`src/rtl/fetch_warp_scheduler.sv`:
```
// Round-robin warp scheduler for Fetch: up to two one-hot grants per cycle.
// Define FETCH_DUAL_ISSUE_EN for the second grant port; otherwise it is tied to 0.
module fetch_warp_scheduler #(
   parameter int NUM_WARPS  = 8,
   parameter int CREDIT_MAX = 2,
   parameter int FETCH_LAT  = 2
) (
   input  logic                 clk,
   input  logic                 rst,
   input  logic [NUM_WARPS-1:0] Warp_Active_IF,
   input  logic [NUM_WARPS-1:0] Credit_Return_IB_IF,
   input  logic [NUM_WARPS-1:0] Flush_IF,
   input  logic                 Stall_IF,
   output logic [NUM_WARPS-1:0] GRT_raw_1_RR_IF,
   output logic [NUM_WARPS-1:0] GRT_raw_2_RR_IF,
   output logic                 Credit_Err
);

   localparam int CW = $clog2(CREDIT_MAX + 1);
   localparam int LW = $clog2(FETCH_LAT + 1);
   localparam int PW = (NUM_WARPS > 1) ? $clog2(NUM_WARPS) : 1;

   localparam logic [CW-1:0] CRED_FULL = CW'(CREDIT_MAX);
   localparam logic [LW-1:0] LOCK_LOAD = LW'(FETCH_LAT);
   localparam logic [PW-1:0] LAST_IDX  = PW'(NUM_WARPS - 1);

   logic [PW-1:0]        ptr_q, ptr_d;
   logic [CW-1:0]        credit_q [NUM_WARPS];
   logic [CW-1:0]        credit_d [NUM_WARPS];
   logic [LW-1:0]        lock_q   [NUM_WARPS];
   logic [LW-1:0]        lock_d   [NUM_WARPS];
   logic [NUM_WARPS-1:0] grt1_q, grt1_d;
   logic [NUM_WARPS-1:0] grt2_q, grt2_d;
   logic                 err_q, err_d;

   logic [NUM_WARPS-1:0] elig;
   logic                 g1_vld, g2_vld;
   logic [PW-1:0]        g1_idx, g2_idx;
   logic [PW-1:0]        scan;

   function automatic logic [PW-1:0] wrap_inc(input logic [PW-1:0] i);
      return (i == LAST_IDX) ? '0 : i + 1'b1;
   endfunction

   always_comb begin
      for (int i = 0; i < NUM_WARPS; i++) begin
         elig[i] = Warp_Active_IF[i] & (credit_q[i] != '0)
                 & (lock_q[i] == '0) & ~Flush_IF[i] & ~Stall_IF;
      end
   end

   always_comb begin
      g1_vld = 1'b0;
      g1_idx = '0;
      g2_vld = 1'b0;
      g2_idx = '0;
      scan   = '0;
      for (int k = 0; k < NUM_WARPS; k++) begin
         scan = PW'((int'(ptr_q) + k) % NUM_WARPS);
         if (!g1_vld && elig[scan]) begin
            g1_vld = 1'b1;
            g1_idx = scan;
         end
      end
`ifdef FETCH_DUAL_ISSUE_EN
      // second port keeps scanning past the first winner
      for (int k = 1; k < NUM_WARPS; k++) begin
         scan = PW'((int'(g1_idx) + k) % NUM_WARPS);
         if (g1_vld && !g2_vld && elig[scan]) begin
            g2_vld = 1'b1;
            g2_idx = scan;
         end
      end
`endif
   end

   always_comb begin
      grt1_d = '0;
      grt2_d = '0;
      if (g1_vld) grt1_d[g1_idx] = 1'b1;
      if (g2_vld) grt2_d[g2_idx] = 1'b1;
   end

   always_comb begin
      ptr_d = ptr_q;
      if (g2_vld)      ptr_d = wrap_inc(g2_idx);
      else if (g1_vld) ptr_d = wrap_inc(g1_idx);
   end

   always_comb begin
      err_d = err_q;
      for (int i = 0; i < NUM_WARPS; i++) begin
         credit_d[i] = credit_q[i];
         lock_d[i]   = lock_q[i];
         if (Flush_IF[i]) begin
            credit_d[i] = CRED_FULL;
            lock_d[i]   = '0;
         end else begin
            if (grt1_d[i] | grt2_d[i])  lock_d[i] = LOCK_LOAD;
            else if (lock_q[i] != '0)   lock_d[i] = lock_q[i] - 1'b1;
            unique case ({grt1_d[i] | grt2_d[i], Credit_Return_IB_IF[i]})
               2'b10: credit_d[i] = credit_q[i] - 1'b1;
               2'b01: begin
                  if (credit_q[i] == CRED_FULL) err_d = 1'b1;
                  else credit_d[i] = credit_q[i] + 1'b1;
               end
               default: credit_d[i] = credit_q[i];
            endcase
         end
      end
   end

   always_ff @(posedge clk) begin
      if (rst) begin
         ptr_q  <= '0;
         grt1_q <= '0;
         grt2_q <= '0;
         err_q  <= 1'b0;
         for (int i = 0; i < NUM_WARPS; i++) begin
            credit_q[i] <= CRED_FULL;
            lock_q[i]   <= '0;
         end
      end else begin
         ptr_q  <= ptr_d;
         grt1_q <= grt1_d;
         grt2_q <= grt2_d;
         err_q  <= err_d;
         for (int i = 0; i < NUM_WARPS; i++) begin
            credit_q[i] <= credit_d[i];
            lock_q[i]   <= lock_d[i];
         end
      end
   end

   assign GRT_raw_1_RR_IF = grt1_q;
`ifdef FETCH_DUAL_ISSUE_EN
   assign GRT_raw_2_RR_IF = grt2_q;
`else
   assign GRT_raw_2_RR_IF = '0;
`endif
   assign Credit_Err = err_q;

endmodule
```
`config.mk`:
```
export PLATFORM = sky130hd
export DESIGN_NAME = fetch_warp_scheduler
export DESIGN_NICKNAME = d
export VERILOG_FILES = /design/src/rtl/fetch_warp_scheduler.sv
export SDC_FILE = /design/constraint.sdc
export NUM_CORES = 1
export LEC_CHECK = 0
export ABC_AREA = 1
export BUFFER_PORTS_ARGS = -buffer_cell sky130_fd_sc_hd__buf_2
export CAP_MARGIN = 20
export CELL_PAD_IN_SITES_DETAIL_PLACEMENT = 1
export CELL_PAD_IN_SITES_GLOBAL_PLACEMENT = 1
export CORE_ASPECT_RATIO = 1.4
export CORE_MARGIN = 2
export CORE_UTILIZATION = 23
export CTS_CLUSTER_SIZE = 24
export DETAILED_ROUTE_END_ITERATION = 12
export GPL_TIMING_DRIVEN = 0
export PLACE_DENSITY_LB_ADDON = 0.1
export SYNTH_ARGS = -nofsm -noshare
export SYNTH_HDL_FRONTEND = slang
export SYNTH_SLANG_ARGS = --single-unit
```
`constraint.sdc`:
```
create_clock -name clk -period 3.55 [get_ports clk]
set_clock_uncertainty 0.1 [all_clocks]
set_input_delay 0.5325 -clock clk [delete_from_list [all_inputs] [get_ports clk]]
set_output_delay 0.5325 -clock clk [all_outputs]
set_load 0.1 [all_outputs]
```
[After elaboration in Yosys (flattened, before gate mapping)]
Memory sizes are Yosys's and may differ from the RTL's.
Index checks and enable logic that the tools add are counted.
Storage, ports and cells
  register bits after elaboration: 12
  output and inout bits: 17
  word-level logic and storage cells: 295
  memories: 2
  RAM bits: 32
  input bits: 27
  bits in latches: 0
  ROM bits: 0
Cells by class
  shift operators: 0
  mux-type cells: 127
  div/mod/pow operators: 0
  bitwise gates (word level): 57
  equality and inequality tests: 25
  $mul: 0
  $lt $le $gt $ge: 10
  add/sub/neg operators: 32
  reductions and logical operators: 39
Memory list
  credit_q: depth 8, width 2, read ports 8, clocked after Yosys merged registers in 0, write ports 8, RTL line 28  | logic [CW-1:0] credit_q [NUM_WARPS];
  lock_q: depth 8, width 2, read ports 8, clocked after Yosys merged registers in 0, write ports 8, RTL line 30  | logic [LW-1:0] lock_q [NUM_WARPS];
Operator list (count)
  2-to-1 mux 2 bit: 56
  2-to-1 mux 1 bit: 44
  less-than comparator 3 x 4 -> 1 bit (second input constant): 9
  bitwise AND 1 bit: 32
  equality test 2 bit (second input constant): 16
  case mux 2 bit (2 select lines): 8
  nonzero test 2 bit: 16
  subtractor 2 x 1 -> 2 bit (second input constant): 16
  2-to-1 mux 3 bit: 9
  binary-select mux 1 bit (select 3 bit): 8
  adder 2 x 1 -> 2 bit (second input constant): 8
  equality test 2 x 1 -> 1 bit (second input constant): 8
  zero test 2 bit: 8
  OR 1 bit: 16
  adder 3 bit (second input constant): 4
  inverter 1 bit: 9
  logical AND 1 bit: 8
  2-to-1 mux 8 bit: 1
  zero test 1 bit: 7
  adder 3 x 1 -> 3 bit (second input constant): 2
  adder 3 x 2 -> 3 bit (second input constant): 2
  demux 1 bit (select 3 bit): 1
  equality test 3 bit (second input constant): 1
  greater-or-equal comparator 3 x 1 -> 1 bit (second input constant): 1

[Logic depth before layout (Yosys ltp)]
Gate-level depths: netlist of the first run.
An unclocked memory read counts as a cell.
  word-level depth: 59
  mapped depth: 23
  gate-level depth less buffers: 22

[Least setup slack after synthesis of the first run]
Ideal clock, no wire load.
  path kind: reg-to-reg
  from: reg ptr_q[0]
  to: mem credit_q[0][3] (netlist bit)
  required time: 3.325 ns
  period minus slack after synthesis: 2.952 ns
  library setup time: 0.125 ns
  path buffers: 2
  cell stages (with the launch flop): 22
  path slack: 0.598 ns
  arrival: 2.727 ns
  cells stage by stage: dfxtp_1 > buf_6 > inv_6 > buf_12 > ha_1 > inv_1 > nand3_1 > nand2_1 > nand2_2 > nand2_4 > inv_2 > nor3_2 > nand3_1 > nand3_2 > nand3_4 > nor2_4 > nand2_2 > or2_4 > nand2_4 > nand2_1 > nand2_1 > nand3_1
RTL lines
  start: declaration: RTL line 27  | logic [PW-1:0] ptr_q, ptr_d;
  start signal: assignment: RTL line 124  | ptr_q <= ptr_d;
  end: declaration: RTL line 28

==> impl_metrics.prom, run 1 <==
# TYPE chip_impl_metric gauge
chip_impl_metric{name="grt_antenna_before_repair",unit=""} 0
chip_impl_metric{name="dieHeight",unit="um"} 146
chip_impl_info{name="hold_path.class",value="register to register"} 1
chip_impl_metric{name="portion_of_the_post_synthesis_area_used_by_sequential_elements",unit=""} 0.265
chip_impl_metric{name="drive_gt1_frac",unit=""} 0.267
chip_impl_info{name="cts-root-buf",value="sky130_fd_sc_hd__clkbuf_16"} 1
chip_impl_metric{name="timing_worst_slew_pin_value",unit="ns"} 0.745
chip_impl_metric{name="num_antenna_cells",unit=""} 0
chip_impl_metric{name="gr-total-overflow",unit=""} 0
chip_impl_metric{name="place.gp.congestion",unit=""} 0.764
chip_impl_info{name="outcome",value="finished, final reports clean"} 1
chip_impl_metric{name="period_share",unit=""} 0.902
chip_impl_metric{name="grt_resource_usage_total",unit=""} 0.140
chip_impl_metric{name="clkLatencyLatePin",unit="ns"} 0.29
chip_impl_metric{name="grt_first_pass_wirelength",unit="mm"} 16.9
chip_impl_metric{name="power_density",unit="nW/um^2"} 1160
chip_impl_metric{name="cts-buffers-inserted",unit=""} 5
chip_impl_info{name="cts_tree",value="yes"} 1
chip_impl_info{name="cpMostUsedCell",value="sky130_fd_sc_hd__nand2_1"} 1
chip_impl_metric{name="synth_seq_cells",unit=""} 44
chip_impl_metric{name="finish.cell_count_without_fillers",unit=""} 728
chip_impl_info{name="timing.rr.end",value="credit_q[1][4]$_SDFFE_PP0P_"} 1
chip_impl_info{name="critical_path.reg2reg.startpoint",value="ptr_q[0]$_SDFFE_PP0P_"} 1
chip_impl_metric{name="drtAntennaViolNets",unit=""} 0
chip_impl_info{name="post_synth_main_area_contributors",value="sky130_fd_sc_hd__dfxtp_1 (26%), sky130_fd_sc_hd__nand2_1 (11%), sky130_fd_sc_hd__nand3_1 (8.4%)"} 1
chip_impl_info{name="yosys-top-cells-count",value="sky130_fd_sc_hd__nand2_1 (98), sky130_fd_sc_hd__inv_1 (70), sky130_fd_sc_hd__nor2_1 (63)"} 1
chip_impl_metric{name="worst-endpoint-required",unit="ns"} 3.64
chip_impl_metric{name="maximum_number_of_pins_on_one_net_before_global_route_repair",unit=""} 13
chip_impl_metric{name="final_period_minus_worst_setup_slack",unit="ns"} 3.20
chip_impl_metric{name="design.die.area",unit="um^2"} 15400
chip_impl_metric{name="r2r_cells",unit=""} 20
chip_impl_info{name="crit_path_end_kind",value="register"} 1
chip_impl_metric{name="timing.critical_path.slowest_cell_delay",unit="ns"} 0.35
chip_impl_info{name="path_type_of_the_worst_setup_path",value="register to register"} 1
chip_impl_info{name="synth_largest_area_cell",value="sky130_fd_sc_hd__dfxtp_1"} 1
chip_impl_metric{name="synth_area_per_cell",unit="um^2"} 6.77
chip_impl_info{name="rsz_0062_raised_after_global_routing",value="true"} 1
chip_impl_metric{name="pre_cts_ws",unit="ns"} -0.186
chip_impl_metric{name="fin_worst_hold_slack",unit="ns"} 0.345
chip_impl_metric{name="ctsLongestPathBuffers",unit=""} 2
chip_impl_metric{name="final_max_slew_viol_count",unit=""} 0
chip_impl_metric{name="detail_route.wirelength",unit="mm"} 9.97
chip_impl_metric{name="final_area",unit="um^2"} 3930
chip_impl_metric{name="worst-path-max-fanout",unit=""} 10
chip_impl_metric{name="synthesis.instances",unit=""} 491
chip_impl_metric{name="ys_warn_count",unit=""} 0
chip_impl_metric{name="yosysTopAreaCellShare",unit=""} 0.265
chip_impl_metric{name="reg2reg_setup_slack",unit="ns"} 0.35
chip_impl_metric{name="floorplan.core_area",unit="um^2"} 14300
chip_impl_metric{name="fmaxAchievable",unit="GHz"} 0.312
chip_impl_info{name="crit_end",value="credit_q[1][4]$_SDFFE_PP0P_"} 1
chip_impl_metric{name="initial_core_util",unit=""} 0.232
chip_impl_info{name="most_used_dff_post_synth",value="sky130_fd_sc_hd__dfxtp_1"} 1
chip_impl_metric{name="edff_count_synth",unit=""} 0
chip_impl_metric{name="fraction_of_registers_with_async_set_reset",unit=""} 0
chip_impl_metric{name="timing.final.setup_violations",unit=""} 0
chip_impl_metric{name="number_of_global_route_vias_before_repair",unit=""} 3362
chip_impl_metric{name="std_cell_rows",unit=""} 52
chip_impl_metric{name="viasPerCell",unit=""} 4.27
chip_impl_metric{name="drt_drc_violations_left",unit=""} 0
chip_impl_info{name="worstPathCellList",value="buf_6 -> inv_6 -> buf_12 -> ha_4 -> inv_4 -> nand3_1 -> nand2_1 -> nand2_1 -> nand2_1 -> nand2_2 -> nor2_2 -> nand4_1 -> nand3_1 -> nor2_2 -> nand3_4 -> buf_4 -> nand3_2 -> or2_4 -> a21oi_1 -> nor2_1"} 1
chip_impl_metric{name="area_growth_from_synthesis_to_layout",unit="%"} 18.3
chip_impl_info{name="synthMostInstantiatedCell",value="sky130_fd_sc_hd__nand2_1"} 1
chip_impl_metric{name="first_iter_violations",unit=""} 78
chip_impl_metric{name="maxCapViolations",unit=""} 0
chip_impl_metric{name="slew_headroom",unit=""} 0.503
chip_impl_metric{name="power.static_leakage",unit="nW"} 1.92
chip_impl_metric{name="cts.reportedPaths.clkPinSlew",unit="ns"} 0.06
chip_impl_metric{name="setup_slack",unit="ns"} 0.349
chip_impl_metric{name="finalNetCount",unit=""} 569
chip_impl_info{name="critPathSlowestCell",value="sky130_fd_sc_hd__dfxtp_1"} 1
chip_impl_info{name="timing.critical_path.from",value="ptr_q[0]$_SDFFE_PP0P_"} 1
chip_impl_metric{name="detailed_place_hpwl",unit="mm"} 8.32
chip_impl_metric{name="critical_path_arrival",unit="ns"} 3.29
chip_impl_metric{name="cts_sinks",unit=""} 44
chip_impl_metric{name="htree_levels",unit=""} 2
chip_impl_metric{name="drt_pass1_iterations",unit=""} 4
chip_impl_metric{name="placedCellCount",unit=""} 720
chip_impl_metric{name="placed_cell_area",unit="um^2"} 3750
chip_impl_metric{name="dr_total_vias",unit=""} 3109
chip_impl_metric{name="hold_viol_final",unit=""} 0
chip_impl_metric{name="avgRoutedWirePerCell",unit="um"} 13.7
chip_impl_info{name="crit_path_start_kind",value="register"} 1
chip_impl_metric{name="synth.lib_cells_used.distinct",unit=""} 40
chip_impl_metric{name="portBuffers",unit=""} 33
chip_impl_metric{name="die-width",unit="um"} 106
chip_impl_metric{name="synthesis.area",unit="um^2"} 3320
chip_impl_metric{name="ioPinCount",unit=""} 44
chip_impl_metric{name="ir_drop",unit="V"} 0.000332
[where the power goes]
part           internal, mW  switching (mW)  total [mW]  leakage, nW
sequential            0.627          0.0825       0.709        0.357
clock                 0.257           0.206       0.463       0.0667
combinational          1.06            2.32        3.38         1.49
total                  1.94            2.61        4.55         1.92
[what timing repair did]
item,CTS,global route
endpoints found under the setup margin,13,13
hold buffers,0,0
cloned,0,0
setup buffers,0,1
resized for setup,3,5
pin swaps,0,1
[critical path, delay by kind of cell (launching register included)]
kind            cells  cell delay [ns]
flops               1             0.35
fa+ha+maj           1             0.29
simple gates       13             1.56
compound gates      1             0.16
buf+inv             5             0.63
[stage by stage]
step / setup TNS (ns) / power (mW) / utilization
2_1_floorplan: 0 / 3.28 / -
3_3_place_gp: -0.346 / 3.99 / 0.262
3_5_place_dp: -0.581 / 4.03 / 0.262
4_1_cts: 0 / 4.53 / 0.272
5_1_grt: -0.0134 / 5.05 / 0.275
6_report: 0 / 4.55 / 0.275
[final cells by class]
class                      count  area, um^2
inverter                      80         320
timing repair buffer          34         173
clock buffer                   6         129
tap                          189         236
multi-input combinational    359        2050
sequential                    44         881
clock inverter                 1        5.00
buffer                        15         133
fill                        1842       10400
[registers in the layout, indices dropped and copies added (netlist names)]
signal and count:
ptr_q 3, lock_q 16, GRT_raw_1_RR_IF 8, credit_q 16
Credit_Err 1
[cells by family after synthesis]
family,count (synthesis),synth area share
AOI/OAI and AO/OA,36,0.0606
adders and majority gates,3,0.0113
xor gates and xnor gates,3,0.0102
other,1,0.00113
and+or+nand+nor,309,0.516
DFF,44,0.265
buffers and inverters,95,0.135
[worst min path at each step]
stage | startpoint | endpoint | slack [ns] | cells past startpoint
finish | lock_q[0][2]$_SDFFE_PP0P_ | lock_q[0][2]$_SDFFE_PP0P_ | 0.34 | 1
global route | lock_q[0][0]$_SDFFE_PP0P_ | lock_q[0][0]$_SDFFE_PP0P_ | 0.37 | 1
CTS | lock_q[1][0]$_SDFFE_PP0P_ | lock_q[1][0]$_SDFFE_PP0P_ | 0.35 | 1
detailed placement | lock_q[1][0]$_SDFFE_PP0P_ | lock_q[1][0]$_SDFFE_PP0P_ | 0.34 | 1
global placement | lock_q[0][0]$_SDFFE_PP0P_ | lock_q[0][0]$_SDFFE_PP0P_ | 0.33 | 1
floorplan | lock_q[0][0]$_SDFFE_PP0P_ | lock_q[0][0]$_SDFFE_PP0P_ | 0.32 | 1
[layout by cell type, fill, tap and decap left out, types with 9 or more instances in the layout]
master / n
sky130_fd_sc_hd__nand2_1: 98
sky130_fd_sc_hd__inv_1: 69
sky130_fd_sc_hd__nor2_1: 63
sky130_fd_sc_hd__nand3_1: 54
sky130_fd_sc_hd__dfxtp_1: 44
sky130_fd_sc_hd__buf_2: 33
sky130_fd_sc_hd__nand3_2: 26
sky130_fd_sc_hd__a21oi_1: 20
sky130_fd_sc_hd__nor3_1: 13
sky130_fd_sc_hd__nand2_2: 11
sky130_fd_sc_hd__buf_4: 9
[layer usage]
layer  vias to the layer above  share of wire  track usage
met5                         -              0            0
met4                         0          0.027       0.0513
met3                        13          0.018       0.0196
met2                        29           0.54        0.265
met1                      1439           0.42        0.156
li1                       1628              -            -
Note: power is estimated with default switching activity, not from simulation.
==> run 2, diff against run 1 <==
- clock period: 3.55 -> 3.8 ns (I/O delays scaled with it)
==> run 2 against run 1 <==
Against the previous run:
- design area down 1.0%
- global-route usage about the same
- utilization down 0.28 points
- setup slack better by 0.11 ns
- cell count down 0.14%
- critical path depth unchanged
- non-clock buffer count down 1
- largest cell class unchanged
==> impl_metrics.prom, run 2 (same netlist as run 1, synthesis figures left out) <==
# TYPE chip_impl_metric gauge
chip_impl_metric{name="ioPinCount",unit=""} 44
chip_impl_metric{name="timing.final.setup_violations",unit=""} 0
chip_impl_metric{name="grt_antenna_before_repair",unit=""} 0
chip_impl_metric{name="area_growth_from_synthesis_to_layout",unit="%"} 17.0
chip_impl_info{name="most_frequent_standard_cell_in_the_layout_excluding_fill_and_tap_cells",value="sky130_fd_sc_hd__nand2_1"} 1
chip_impl_metric{name="power.static_leakage",unit="nW"} 1.91
chip_impl_metric{name="critical_path_arrival",unit="ns"} 3.39
chip_impl_metric{name="fmaxAchievable",unit="GHz"} 0.300
chip_impl_metric{name="cts_sinks",unit=""} 44
chip_impl_metric{name="hold_viol_final",unit=""} 0
chip_impl_metric{name="worst-path-max-fanout",unit=""} 10
chip_impl_metric{name="period_share",unit=""} 0.878
chip_impl_metric{name="ir_drop",unit="V"} 0.000372
chip_impl_metric{name="final_util",unit=""} 0.272
chip_impl_info{name="crit_path_start_kind",value="register"} 1
chip_impl_info{name="cts_tree",value="yes"} 1
chip_impl_metric{name="htree_levels",unit=""} 2
chip_impl_metric{name="slew_headroom",unit=""} 0.470
chip_impl_info{name="path_type_of_the_worst_setup_path",value="register to register"} 1
chip_impl_info{name="critPathSlowestCell",value="sky130_fd_sc_hd__ha_2"} 1
chip_impl_metric{name="viasPerCell",unit=""} 4.25
chip_impl_metric{name="critical_path.n_buffers_inverters",unit=""} 4
chip_impl_info{name="hold_path.class",value="register to register"} 1
chip_impl_metric{name="drt_pass1_iterations",unit=""} 4
chip_impl_metric{name="design.die.area",unit="um^2"} 15400
chip_impl_metric{name="power_density",unit="nW/um^2"} 1060
chip_impl_metric{name="grt_resource_usage_total",unit=""} 0.139
chip_impl_metric{name="avgRoutedWirePerCell",unit="um"} 13.7
chip_impl_metric{name="timing_worst_slew_pin_value",unit="ns"} 0.795
chip_impl_metric{name="combinational_fraction_of_design_power",unit=""} 0.735
chip_impl_metric{name="drt_drc_violations_left",unit=""} 0
chip_impl_metric{name="grt_first_pass_wirelength",unit="mm"} 16.9
chip_impl_metric{name="floorplan.core_area",unit="um^2"} 14300
chip_impl_info{name="grt.busiest_layer",value="met2"} 1
chip_impl_info{name="rsz_0062_raised_after_global_routing",value="false"} 1
chip_impl_metric{name="worst-endpoint-required",unit="ns"} 3.85
chip_impl_metric{name="dr_total_vias",unit=""} 3092
chip_impl_info{name="critPathTopFamily",value="simple AND/OR/NAND/NOR gates"} 1
chip_impl_metric{name="final_max_slew_viol_count",unit=""} 0
chip_impl_info{name="crit_path_end_kind",value="register"} 1
chip_impl_metric{name="portBuffers",unit=""} 33
chip_impl_info{name="mostFrequentLayoutCells",value="sky130_fd_sc_hd__nand2_1 (98), sky130_fd_sc_hd__inv_1 (69), sky130_fd_sc_hd__nor2_1 (63)"} 1
chip_impl_metric{name="die-width",unit="um"} 106
chip_impl_metric{name="dieHeight",unit="um"} 146
chip_impl_metric{name="grt.met3_usage",unit=""} 0.0196
chip_impl_metric{name="drive_gt1_frac",unit=""} 0.262
chip_impl_metric{name="num_antenna_cells",unit=""} 0
chip_impl_metric{name="detailed_place_hpwl",unit="mm"} 8.32
chip_impl_metric{name="pwr-share-clk",unit=""} 0.105
chip_impl_metric{name="power.share.switching",unit=""} 0.578
chip_impl_metric{name="clkLatencyLatePin",unit="ns"} 0.29
chip_impl_metric{name="drtAntennaViolNets",unit=""} 0
chip_impl_metric{name="timing.critical_path.slowest_cell_delay",unit="ns"} 0.37
chip_impl_metric{name="maxCapViolations",unit=""} 0
chip_impl_metric{name="final_period_minus_worst_setup_slack",unit="ns"} 3.34
chip_impl_info{name="cts-root-buf",value="sky130_fd_sc_hd__clkbuf_16"} 1
chip_impl_metric{name="seq_power_share",unit=""} 0.160
chip_impl_info{name="cpMostUsedCell",value="sky130_fd_sc_hd__nand3_1"} 1
chip_impl_metric{name="first_iter_violations",unit=""} 65
chip_impl_metric{name="ctsLongestPathBuffers",unit=""} 2
chip_impl_metric{name="detail_route.wirelength",unit="mm"} 9.95
chip_impl_metric{name="internal_power",unit="mW"} 1.75
chip_impl_metric{name="grt_use_met1",unit=""} 0.155
chip_impl_metric{name="finalNetCount",unit=""} 568
chip_impl_metric{name="std_cell_rows",unit=""} 52
chip_impl_metric{name="grt.met2_usage",unit=""} 0.264
chip_impl_metric{name="postCtsSetupRepairBufs",unit=""} 0
chip_impl_metric{name="cts-buffers-inserted",unit=""} 5
chip_impl_metric{name="setup_total_negative_slack",unit="ns"} 0
chip_impl_metric{name="number_of_global_route_vias_before_repair",unit=""} 3347
chip_impl_metric{name="cts.reportedPaths.clkPinSlew",unit="ns"} 0.06
chip_impl_info{name="outcome",value="finished, final reports clean"} 1
chip_impl_metric{name="place.gp.congestion",unit=""} 0.764
chip_impl_info{name="worstPathCellList",value="buf_6 -> inv_6 -> buf_12 -> ha_2 -> inv_4 -> nand3_1 -> nand2_1 -> nand2_1 -> nand2_1 -> nand2_2 -> nor3_2 -> nand3_1 -> nand3_2 -> nand2_1 -> nor2_2 -> nand3_1 -> nand3_1 -> nand3_1 -> nor2_1 -> a21oi_1"} 1
chip_impl_metric{name="p_sw",unit="mW"} 2.39
chip_impl_metric{name="maximum_number_of_pins_on_one_net_before_global_route_repair",unit=""} 13
chip_impl_metric{name="initial_core_util",unit=""} 0.232
chip_impl_metric{name="gr-total-overflow",unit=""} 0
run 2: worst register-to-register path, delay by kind of cell, from the launching register on:
| family | cells | cell delay (ns) |
|---|---|---|
| AO/OA/AOI/OAI | 1 | 0.06 |
| adder cells (fa/ha/maj) | 1 | 0.37 |
| buffers and inverters | 4 | 0.50 |
| flip-flops | 1 | 0.35 |
| AND/OR/NAND/NOR | 14 | 1.80 |
run 2: layer usage:
metal	vias up	part of all wire
li1	1628	-
met1	1424	0.42
met2	27	0.54
met3	13	0.018
met4	0	0.027
met5	-	0
run 2: metrics by stage:
step           setup slack (ns)  area, um^2  power (mW)  instances  hold WS (ns)
6_report                  0.463        3890        4.14        727         0.345
5_1_grt                  0.0179        3890        4.60        727         0.373
4_1_cts                  0.0430        3890        4.22        727         0.349
3_5_place_dp             0.0638        3750        3.77        720         0.338
3_3_place_gp             0.0730        3750        3.73        720         0.327
2_1_floorplan             0.848        3350        3.07        498         0.317
run 2: path summary, 6_finish.rpt:
kind                             start                   endpoint  slack, ns  depth (start not counted)
max              ptr_q[0]$_SDFFE_PP0P_      Credit_Err$_SDFF_PP0_       0.46                         20
min          lock_q[0][2]$_SDFFE_PP0P_  lock_q[0][2]$_SDFFE_PP0P_       0.34                          1
max reg2reg      ptr_q[0]$_SDFFE_PP0P_      Credit_Err$_SDFF_PP0_       0.46                         20
min reg2reg  lock_q[0][2]$_SDFFE_PP0P_  lock_q[0][2]$_SDFFE_PP0P_       0.34                          1
run 2: power by group through the flow:
stage | Sequential (mW) | Clock (mW) | Combinational, mW
final | 0.662 | 0.434 | 3.04
after global routing | 0.680 | 0.470 | 3.45
after CTS | 0.663 | 0.453 | 3.11
after detailed placement | 0.673 | 0 | 3.09
after global placement | 0.671 | 0 | 3.05
after floorplan | 0.803 | 0 | 2.26
run 2: final cells by class:
| cell class | instances | area [um^2] |
|---|---|---|
| repair buffers | 33 | 165 |
| inverters | 80 | 320 |
| fillers | 1847 | 10400 |
| clock buffers | 6 | 129 |
| clock inverters | 1 | 5.00 |
| flip-flops and latches | 44 | 881 |
| plain buffers | 15 | 133 |
| well taps | 189 | 236 |
| multi-input cells | 359 | 2020 |
run 2: repair_timing:
| item | in CTS | in global routing |
|---|---|---|
| resized for setup | 0 | 3 |
| hold endpoints to repair | 0 | 0 |
| hold buffers | 0 | 0 |
| setup endpoints to repair | 0 | 17 |
==> run 3, diff against run 2 <==
==> constraint.sdc (replaced) <==
create_clock -name clk -period 4.3 [get_ports clk]
set_clock_uncertainty 0.1 [all_clocks]
set_input_delay 0.645 -clock clk [delete_from_list [all_inputs] [get_ports clk]]
set_output_delay 0.645 -clock clk [all_outputs]
set_load 0.01 [all_outputs]
==> run 3 against run 2 <==
Against the previous run:
- global-route usage is the same
- sequential cell count is the same
- setup slack gained 0.22 ns
- cell count is the same
- largest cell class unchanged
- die area did not move
- hold slack is essentially flat
- power fell by 15%
- non-clock buffer count unchanged
- critical path type unchanged
- design area down 0.13%
- combinational power shrank 17%
- sequential share of layout area hardly changed
==> impl_metrics.prom, run 3 (same netlist as run 1, synthesis figures left out) <==
# TYPE chip_impl_metric gauge
chip_impl_metric{name="htree_levels",unit=""} 2
chip_impl_metric{name="num_antenna_cells",unit=""} 0
chip_impl_info{name="hold_path.class",value="register to register"} 1
chip_impl_info{name="critPathTopFamily",value="simple AND/OR/NAND/NOR gates"} 1
chip_impl_metric{name="avgRoutedWirePerCell",unit="um"} 13.7
chip_impl_metric{name="period_share",unit=""} 0.841
chip_impl_metric{name="dieHeight",unit="um"} 146
chip_impl_metric{name="clkLatencyLatePin",unit="ns"} 0.29
chip_impl_metric{name="critical_path.n_buffers_inverters",unit=""} 4
chip_impl_metric{name="dr_total_vias",unit=""} 3094
chip_impl_metric{name="pwr-share-clk",unit=""} 0.109
chip_impl_metric{name="gr-total-overflow",unit=""} 0
chip_impl_metric{name="ir_drop",unit="V"} 0.000332
chip_impl_metric{name="final_area",unit="um^2"} 3890
chip_impl_metric{name="final_max_slew_viol_count",unit=""} 0
chip_impl_metric{name="detailed_place_hpwl",unit="mm"} 8.32
chip_impl_metric{name="grt_first_pass_wirelength",unit="mm"} 16.9
chip_impl_info{name="worstPathCellList",value="buf_6 -> inv_6 -> buf_12 -> ha_1 -> inv_1 -> nand3_1 -> nand2_1 -> nand2_1 -> nand2_1 -> nand2_2 -> nor3_2 -> nand3_1 -> nand3_2 -> nand2_1 -> nor2_2 -> nand3_1 -> nand3_1 -> nand3_1 -> nor2_1 -> a21oi_1"} 1
chip_impl_metric{name="r2r_cells",unit=""} 20
chip_impl_metric{name="std_cell_rows",unit=""} 52
chip_impl_info{name="most_frequent_standard_cell_in_the_layout_excluding_fill_and_tap_cells",value="sky130_fd_sc_hd__nand2_1"} 1
chip_impl_metric{name="cts_sinks",unit=""} 44
chip_impl_metric{name="maxCapViolations",unit=""} 0
chip_impl_metric{name="ctsLongestPathBuffers",unit=""} 2
chip_impl_metric{name="viasPerCell",unit=""} 4.26
chip_impl_metric{name="die-width",unit="um"} 106
chip_impl_metric{name="worst-endpoint-required",unit="ns"} 4.35
chip_impl_metric{name="place.gp.congestion",unit=""} 0.764
chip_impl_metric{name="number_of_global_route_vias_before_repair",unit=""} 3347
chip_impl_metric{name="design_power_total",unit="mW"} 3.50
chip_impl_info{name="path_type_of_the_worst_setup_path",value="register to register"} 1
chip_impl_metric{name="placed_cell_area",unit="um^2"} 3750
chip_impl_metric{name="postCtsSetupRepairBufs",unit=""} 0
chip_impl_metric{name="hold_depth",unit=""} 1
chip_impl_metric{name="drt_drc_violations_left",unit=""} 0
chip_impl_metric{name="ioPinCount",unit=""} 44
chip_impl_metric{name="p_sw",unit="mW"} 1.96
chip_impl_metric{name="cts-hold-fix-buffers",unit=""} 0
chip_impl_metric{name="cts.reportedPaths.clkPinSlew",unit="ns"} 0.06
chip_impl_metric{name="final_period_minus_worst_setup_slack",unit="ns"} 3.62
chip_impl_metric{name="power_density",unit="nW/um^2"} 901
chip_impl_metric{name="finalNetCount",unit=""} 568
chip_impl_info{name="cpMostUsedCell",value="sky130_fd_sc_hd__nand3_1"} 1
chip_impl_metric{name="cts.repair.resized",unit=""} 0
chip_impl_metric{name="n_fill_cell",unit=""} 1847
chip_impl_metric{name="slew_headroom",unit=""} 0.497
chip_impl_metric{name="grt_antenna_before_repair",unit=""} 0
chip_impl_metric{name="power.static_leakage",unit="nW"} 1.91
chip_impl_metric{name="drtAntennaViolNets",unit=""} 0
chip_impl_metric{name="portBuffers",unit=""} 33
chip_impl_info{name="outcome",value="finished, final reports clean"} 1
chip_impl_metric{name="detail_route.wirelength",unit="mm"} 9.94
chip_impl_metric{name="worst-path-max-fanout",unit=""} 10
chip_impl_metric{name="setup_total_negative_slack",unit="ns"} 0
chip_impl_metric{name="hold_viol_final",unit=""} 0
chip_impl_metric{name="timing.critical_path.slowest_cell_delay",unit="ns"} 0.43
chip_impl_metric{name="fin_worst_hold_slack",unit="ns"} 0.345
chip_impl_metric{name="seq_power_share",unit=""} 0.167
chip_impl_metric{name="critical_path_arrival",unit="ns"} 3.67
chip_impl_metric{name="cts-buffers-inserted",unit=""} 5
chip_impl_metric{name="initial_core_util",unit=""} 0.232
chip_impl_metric{name="internal_power",unit="mW"} 1.54
chip_impl_metric{name="design.die.area",unit="um^2"} 15400
chip_impl_metric{name="drt_pass1_iterations",unit=""} 4
chip_impl_metric{name="final_util",unit=""} 0.272
chip_impl_info{name="crit_path_start_kind",value="register"} 1
chip_impl_metric{name="combinational_fraction_of_design_power",unit=""} 0.723
chip_impl_metric{name="power.share.switching",unit=""} 0.561
chip_impl_info{name="cts_tree",value="yes"} 1
chip_impl_info{name="mostFrequentLayoutCells",value="sky130_fd_sc_hd__nand2_1 (98), sky130_fd_sc_hd__inv_1 (70), sky130_fd_sc_hd__nor2_1 (63)"} 1
chip_impl_info{name="cts-root-buf",value="sky130_fd_sc_hd__clkbuf_16"} 1
chip_impl_info{name="critPathSlowestCell",value="sky130_fd_sc_hd__ha_1"} 1
chip_impl_metric{name="fmaxAchievable",unit="GHz"} 0.277
chip_impl_metric{name="critical_path_depth",unit=""} 20
chip_impl_info{name="rsz_0062_raised_after_global_routing",value="false"} 1
chip_impl_metric{name="area_growth_from_synthesis_to_layout",unit="%"} 16.9
chip_impl_info{name="crit_path_end_kind",value="register"} 1
chip_impl_metric{name="timing_worst_slew_pin_value",unit="ns"} 0.754
chip_impl_metric{name="grt_resource_usage_total",unit=""} 0.139
chip_impl_metric{name="timing.final.setup_violations",unit=""} 0
chip_impl_metric{name="first_iter_violations",unit=""} 55
chip_impl_metric{name="drive_gt1_frac",unit=""} 0.258
chip_impl_metric{name="floorplan.core_area",unit="um^2"} 14300
chip_impl_metric{name="maximum_number_of_pins_on_one_net_before_global_route_repair",unit=""} 13
## run 3: cell counts in the layout (fill, tap and decap cells not counted)
No cell type changed its count.
## run 3: worst paths after layout
path,start,endpoint,slack [ns]
max reg2reg,ptr_q[0]$_SDFFE_PP0P_,Credit_Err$_SDFF_PP0_,0.68
min,lock_q[1][0]$_SDFFE_PP0P_,lock_q[1][0]$_SDFFE_PP0P_,0.34
min reg2reg,lock_q[1][0]$_SDFFE_PP0P_,lock_q[1][0]$_SDFFE_PP0P_,0.34
max,ptr_q[0]$_SDFFE_PP0P_,Credit_Err$_SDFF_PP0_,0.68
## run 3: power by group through the flow
stage	combinational [mW]	clock (mW)	sequential [mW]
floorplan	1.97	0	0.588
global placement	2.55	0	0.593
detailed placement	2.58	0	0.595
CTS	2.60	0.400	0.586
global route	2.88	0.416	0.601
finish	2.53	0.382	0.586
## run 3: cell type report
cell class,count,area [um^2],area share
Buffer,15,133,0.0341
Clock buffer,6,129,0.0332
Clock inverter,1,5.00,0.00129
Inverter,80,318,0.0818
Multi-Input combinational cell,359,2020,0.520
Sequential cell,44,881,0.227
Tap cell,189,236,0.0608
Timing Repair Buffer,33,165,0.0425
## run 3: stage by stage
step | worst slack (ns) | instances
2_1_floorplan | 1.35 | 498
3_3_place_gp | 0.573 | 720
3_5_place_dp | 0.564 | 720
4_1_cts | 0.543 | 727
5_1_grt | 0.221 | 727
6_report | 0.685 | 727
## run 3: worst reg2reg max path, delay by kind of cell (launching register included)
family	cells	cell delay [ns]
AO/OA/AOI/OAI	1	0.06
flip-flops	1	0.35
buffers and inverters	4	0.67
AND/OR/NAND/NOR	14	1.86
adder cells (fa/ha/maj)	1	0.43
## run 3: routing by layer
| layer | track usage | share of wire |
|---|---|---|
| met5 | 0 | 0 |
| met4 | 0.0513 | 0.027 |
| met3 | 0.0196 | 0.018 |
| met2 | 0.264 | 0.54 |
| met1 | 0.155 | 0.42 |
